===== config.mk =====
export PLATFORM = sky130hd
export DESIGN_NAME = mbledhesi_serial_ctrl
export DESIGN_NICKNAME = d
export VERILOG_FILES = /design/src/rtl/mbledhesi_serial_ctrl.sv
export SDC_FILE = /design/constraint.sdc
export NUM_CORES = 1
export LEC_CHECK = 0
export ABC_CLOCK_PERIOD_IN_PS = 4300
export CAP_MARGIN = 20
export CORE_ASPECT_RATIO = 1.2
export CORE_MARGIN = 4
export CORE_UTILIZATION = 53
export CTS_CLUSTER_SIZE = 40
export DETAILED_ROUTE_END_ITERATION = 16
export PLACE_DENSITY = 0.87
export SYNTH_ARGS = -nofsm -noshare
export SYNTH_HDL_FRONTEND = slang
export SYNTH_SLANG_ARGS = --single-unit

===== constraint.sdc =====
create_clock -name clk -period 4.3 [get_ports clk]
set_input_delay 0.645 -clock clk [delete_from_list [all_inputs] [get_ports clk]]
set_output_delay 0.645 -clock clk [all_outputs]
set_load 0.01 [all_outputs]

===== src/rtl/mbledhesi_serial_ctrl.sv =====
// ----------------------------------------------------------------------------
// mbledhesi_serial_ctrl
//
// Bit-serial ADD/SUB sequencer. A single full-adder cell is reused over WIDTH
// clock cycles, LSB first, to build a WIDTH-bit sum or difference plus flags.
// Intended as the low-area arithmetic path beside the CPU datapath.
// Subtraction is computed as A + ~B + 1: B is inverted on capture and the
// carry register is preloaded with 1.
//
// Ports
//   clk       in   1      rising-edge clock
//   rst       in   1      asynchronous, active-high reset
//   start     in   1      request; sampled only in IDLE or DONE
//   op        in   1      0 = A+B, 1 = A-B
//   a         in   WIDTH  operand A, captured on the accepting edge
//   b         in   WIDTH  operand B, captured on the accepting edge
//   busy      out  1      high while an operation is running
//   done      out  1      one-cycle pulse; result/flags updated this cycle
//   result    out  WIDTH  last completed sum/difference
//   cout      out  1      final carry (SUB: 1 = no borrow)
//   overflow  out  1      signed two's-complement overflow of last op
//   zero      out  1      high when result == 0
// ----------------------------------------------------------------------------
module mbledhesi_serial_ctrl #(
    parameter int WIDTH = 24
) (
    input  logic             clk,
    input  logic             rst,
    input  logic             start,
    input  logic             op,
    input  logic [WIDTH-1:0] a,
    input  logic [WIDTH-1:0] b,
    output logic             busy,
    output logic             done,
    output logic [WIDTH-1:0] result,
    output logic             cout,
    output logic             overflow,
    output logic             zero
);

    localparam int              CNT_W = $clog2(WIDTH);
    localparam logic [CNT_W-1:0] LAST = CNT_W'(WIDTH - 1);

    typedef enum logic [1:0] {
        S_IDLE = 2'd0,
        S_RUN  = 2'd1,
        S_DONE = 2'd2
    } state_t;

    state_t           state;
    state_t           state_next;
    logic             accept;
    logic             last_bit;

    logic [WIDTH-1:0] a_sh;
    logic [WIDTH-1:0] b_sh;
    logic [WIDTH-1:0] r_sh;
    logic [WIDTH-1:0] r_final;
    logic             carry;
    logic             a_msb;
    logic             b_msb;     // MSB of B as fed to the cell (inverted for SUB)
    logic [CNT_W-1:0] cnt;

    logic             cell_sum;
    logic             cell_cout;

    // The shared one-bit full-adder cell.
    assign cell_sum  = a_sh[0] ^ b_sh[0] ^ carry;
    assign cell_cout = (a_sh[0] & b_sh[0]) | (carry & (a_sh[0] ^ b_sh[0]));

    // Result as it will look once the current sum bit is shifted in; on the
    // last bit this is the complete answer.
    assign r_final  = {cell_sum, r_sh[WIDTH-1:1]};
    assign last_bit = (state == S_RUN) && (cnt == LAST);

    assign busy = (state == S_RUN);
    assign done = (state == S_DONE);

    // NOTE: every signal written here gets a default first, so no path can
    // leave it unassigned and infer a latch.
    always_comb begin
        state_next = state;
        accept     = 1'b0;
        unique case (state)
            S_IDLE: begin
                if (start) begin
                    accept     = 1'b1;
                    state_next = S_RUN;
                end
            end
            S_RUN: begin
                if (cnt == LAST) state_next = S_DONE;
            end
            S_DONE: begin
                // Back-to-back acceptance: no idle cycle between operations.
                if (start) begin
                    accept     = 1'b1;
                    state_next = S_RUN;
                end else begin
                    state_next = S_IDLE;
                end
            end
            default: state_next = S_IDLE;
        endcase
    end

    // NOTE: sequential state uses non-blocking assignments so every register
    // samples pre-edge values, independent of statement order.
    always_ff @(posedge clk or posedge rst) begin
        if (rst) state <= S_IDLE;
        else     state <= state_next;
    end

    // NOTE: the datapath registers are few and are all reset, so an abort
    // mid-operation leaves no stale shift or flag state behind.
    always_ff @(posedge clk or posedge rst) begin
        if (rst) begin
            a_sh     <= '0;
            b_sh     <= '0;
            r_sh     <= '0;
            carry    <= 1'b0;
            a_msb    <= 1'b0;
            b_msb    <= 1'b0;
            cnt      <= '0;
            result   <= '0;
            cout     <= 1'b0;
            overflow <= 1'b0;
            zero     <= 1'b0;
        end else if (accept) begin
            a_sh  <= a;
            b_sh  <= op ? ~b : b;
            carry <= op;
            cnt   <= '0;
            a_msb <= a[WIDTH-1];
            b_msb <= op ? ~b[WIDTH-1] : b[WIDTH-1];
        end else if (state == S_RUN) begin
            r_sh  <= r_final;
            carry <= cell_cout;
            a_sh  <= a_sh >> 1;
            b_sh  <= b_sh >> 1;
            cnt   <= cnt + CNT_W'(1);
            // Visible outputs change only on the edge that completes the op.
            if (last_bit) begin
                result   <= r_final;
                cout     <= cell_cout;
                overflow <= (a_msb == b_msb) && (cell_sum != a_msb);
                zero     <= (r_final == '0);
            end
        end
    end

endmodule

# == Word-level counts from Yosys, hierarchy flattened ==
# Cells that the tools add are included.
# totals
ff_bits,109
input_bits,52
wordCells,53
# classes
addsub,1
eq_ne,7
muxes,16
n_bitwise,8
n_reduce_logical,9
# op_table
operator,n
$mux W24,5
$logic_not A24 Y1,1
$not A24 Y24,1
$mux W5,2
$mux W1,6
$pmux W2 S3,1
$add A5 B1 Y5 const B,1
$eq A5 B5 Y1 const B,1
$mux W2,2
$reduce_and A2 Y1,2
$reduce_and A3 Y1,1
$and A1 B1 Y1,2
$eq A2 B1 Y1 const B,1
$eq A2 B2 Y1 const B,1
$logic_and A1 B1 Y1,2
$logic_not A2 Y1,1
$ne A2 B1 Y1 const B,1
$ne A2 B2 Y1 const B,1
$not A1 Y1,2
$reduce_bool A2 Y1,1
$reduce_or A2 Y1,1
$xor A1 B1 Y1,2
$eq A1 B1 Y1,1
$ne A1 B1 Y1,1
$or A1 B1 Y1,1

# == Depth between registers and ports, before layout ==
# depth
word_depth,5
depth_mapped,6
mapped_depth_nobuf,4

# == Worst setup path after synthesis ==
# OpenSTA, ideal clock, no wires.
# synth_path
kind,register to output
startpoint,register state[1]
endpoint,output busy
arrival_ps,1002
t_required_ps,3655
path_slack_ps,2653
path_stages_with_launch,5
path_buffers,2
cell_sequence,dfrtp_1 -> nand2b_2 -> inv_2 -> buf_6 -> buf_2
# synth_between
elab_chain_len,1
# synth_lines
element,line,source
from (decl),50,state_t state;
from (signal assigned),111,else state <= state_next;
$eq A2 B1 Y1,76,assign busy = (state == S_RUN);
to (decl),33,"output logic busy,"
# No other way between the ends.

# == Worst setup path after layout ==
# Ends and elaborated chain as after synthesis.

==> impl_metrics.ini <==
[status]
status = finished, final reports clean

[yosys]
synth-main-ff-cell = dfrtp_1
syn-instance-count = 492
syn_nets = 546
ys_seq_area_share_pct = 55.19
ys_ff_latch = 108
synth_enable_flop_cells = 0
syn-cell-area_um2 = 4897
synthArstFlopShare_pct = 100.0
syn-mean-instance-area_um2 = 9.954
synth_cell_types = 32
ys_warn_count = 0

[worst_setup_path]
worst_ep_required_time_ns = 3.65
worstPathArrival_ns = 2.29
startpoint_type = register
criticalPathCategory = reg2out
crit_path_start = state[1]$_DFFE_PP0P_
worst-path-buf-inv = 3
worst-path-max-fanout = 76
critPathCaptureType = output pin
path_cells = nand2b_2 -> inv_2 -> buf_4 -> clkdlybuf4s50_1
crit_family = buffers and inverters
critPathSlowestCell = clkdlybuf4s50_1
r2r-start = state[1]$_DFFE_PP0P_
slowest_delay_ns = 0.68

[min_path]
min_path_type = reg2reg
hold_path_startpoint = b_sh[23]$_DFFE_PP0P_

[cts]
cts_made_buffers = 9
cts_tree = built
cts_setup_buffers = 0
clkSinkCount = 108
cts.htree.levels = 3
clock-root-buffer = clkbuf_8
clk_pin_slew_ns = 0.10
cts_max_path_buffers = 2
cts-hold-fix-buffers = 0
cts.repair.resized = 0
clkLatencyLatePin_ns = 0.37

[global_routing]
grt_pass1_wl_um = 15640
overflow = 0
grt_max_degree = 104
antenna_found_initial = 0
grt_pass1_vias = 3375
grt_util_all_layers_pct = 18.17

[detailed_routing]
drtPass1Iterations = 4
vias = 3610
wl_met3_um = 359
drt_iter0_markers = 278
wl_um = 9581
wl_per_cell_um = 14.07
dr_wl_met2_um = 4764
viasPerCell = 5.301
antenna_left = 0
wl_met1_um = 4272
topRoutingLayerUsed = met4
drcViolationCount = 0

[sta]
period_needed_ns = 2.933
max_slew_margin_pct = 37.47
fin_setup_tns_ns = 0
tightest_slew_ns = 0.9380
rsz0062_at_grt = false
fmax_mhz = 340.9
period_share_pct = 68.21
finalMaxSlewViolations = 0
hold_viol_final = 0
setup_violations = 0
clock_skew_ns = 0.009948
hold_ws_ns = 0.5066

[place]
place.detailed.hpwl_um = 6320
dp_cells = 665
place.gp.congestion = 0.7739
portBuffers = 80
placed_area_um2 = 5679

[floorplanning]
ioPinCount = 81
rows = 38
core_um2 = 9034
die_y_um = 113.3
die_area_um2 = 10850
die_w_um = 95.75
initial_core_util_pct = 54.21

[final_layout]
final_nets = 610
antenna_cells = 0
final_cell_mix = nand2_1 (170), dfrtp_1 (108), clkdlybuf4s50_1 (80)
final-seq-area_um2 = 2703
final_cells = 681
area_growth_syn_to_layout_pct = 20.08
drive_above_1_share_pct = 9.447
multi_input_area_um2 = 1978
final_common_cell = nand2_1
fin_area_um2 = 5881
n_fill_cell = 719

[job]
cap_violations = 0

[pwr]
irDropWorstVdd_mv = 0.2144
p_leak_nw = 2.697
powerDensity_nw_per_um2 = 644.8
==> flip-flops by register name, summed over array words and instances (netlist names), 2 cells and up <==
register and flops:
b_sh 24, result 24, state 2, r_sh 23
cnt 5, a_sh 24
==> final timing paths <==
kind,endpoint,slack [ns],depth (start not counted)
worst min-delay path,b_sh[23]$_DFFE_PP0P_,0.51,1
worst max-delay path,busy,1.37,4
min in group asynchronous,a_sh[16]$_DFFE_PP0P_,0.67,2
worst min register to register,b_sh[23]$_DFFE_PP0P_,0.51,1
max in group asynchronous,result[15]$_DFFE_PP0P_,2.74,3
worst max register to register,result[15]$_DFFE_PP0P_,2.23,4
==> layout make-up <==
| cell class | count | area share [%] |
|---|---|---|
| timing repair buffer | 85 | 14.26 |
| multi-input combinational | 350 | 33.64 |
| inverter | 2 | 0.1702 |
| clock buffer | 11 | 2.404 |
| clock inverter | 5 | 1.021 |
| sequential | 108 | 45.96 |
| tap | 120 | 2.553 |
==> cell usage after synthesis, types with 2 or more instances <==
cell type	number	area [um2]
a22o_1	2	17.52
a31oi_1	47	294.0
buf_12	2	40.04
buf_2	18	90.09
buf_4	5	37.54
buf_6	3	33.78
clkbuf_1	4	15.01
dfrtp_1	108	2703
mux2_2	7	78.83
mux2_4	19	285.3
mux2i_1	2	20.02
nand2_1	170	638.1
nand2b_1	2	12.51
nand3_1	2	10.01
nand4_1	4	25.02
nor2_1	48	180.2
nor2b_1	2	12.51
nor4_1	6	37.54
o21ai_0	6	30.03
xor2_1	23	201.4
==> worst register-to-register path: stages, from the launching register on <==
cell      delay, ns
dfrtp_1        0.39
nand2b_2       0.19
buf_4          0.37
nor2_8         0.60
mux2_2         0.41
==> power by group <==
part,leakage [nW],switching (mW),internal (mW)
Sequential,1.33,0.332,1.48
Combinational,1.27,0.646,0.704
Clock,0.0999,0.337,0.288
Total,2.70,1.32,2.48
==> metrics by stage <==
step / worst slack, ns / total power, mW / util [%]
2_1_floorplan: 0.8094 / 2.692 / -
3_3_place_gp: 1.822 / 3.105 / 62.87
3_5_place_dp: 1.777 / 3.195 / 62.87
4_1_cts: 1.359 / 3.821 / 65.10
5_1_grt: 1.225 / 4.057 / 65.10
6_report: 1.367 / 3.792 / 65.10
==> logic make-up after synthesis <==
kind of cell / synth area share, %
AND/OR/NAND/NOR: 20.16
flip-flops: 55.19
multiplexers: 7.844
AO/OA/AOI/OAI: 7.282
XOR/XNOR: 4.292
buffers and inverters: 4.573
adder cells (fa/ha/maj): 0.6643
==> layer usage <==
layer / vias to the layer above / GRT usage (%)
li1: 1748 / -
met1: 1762 / 24.56
met2: 82 / 28.99
met3: 18 / 2.593
met4: 0 / 8.159
met5: - / 0
Power figures use the tool's default switching activity.
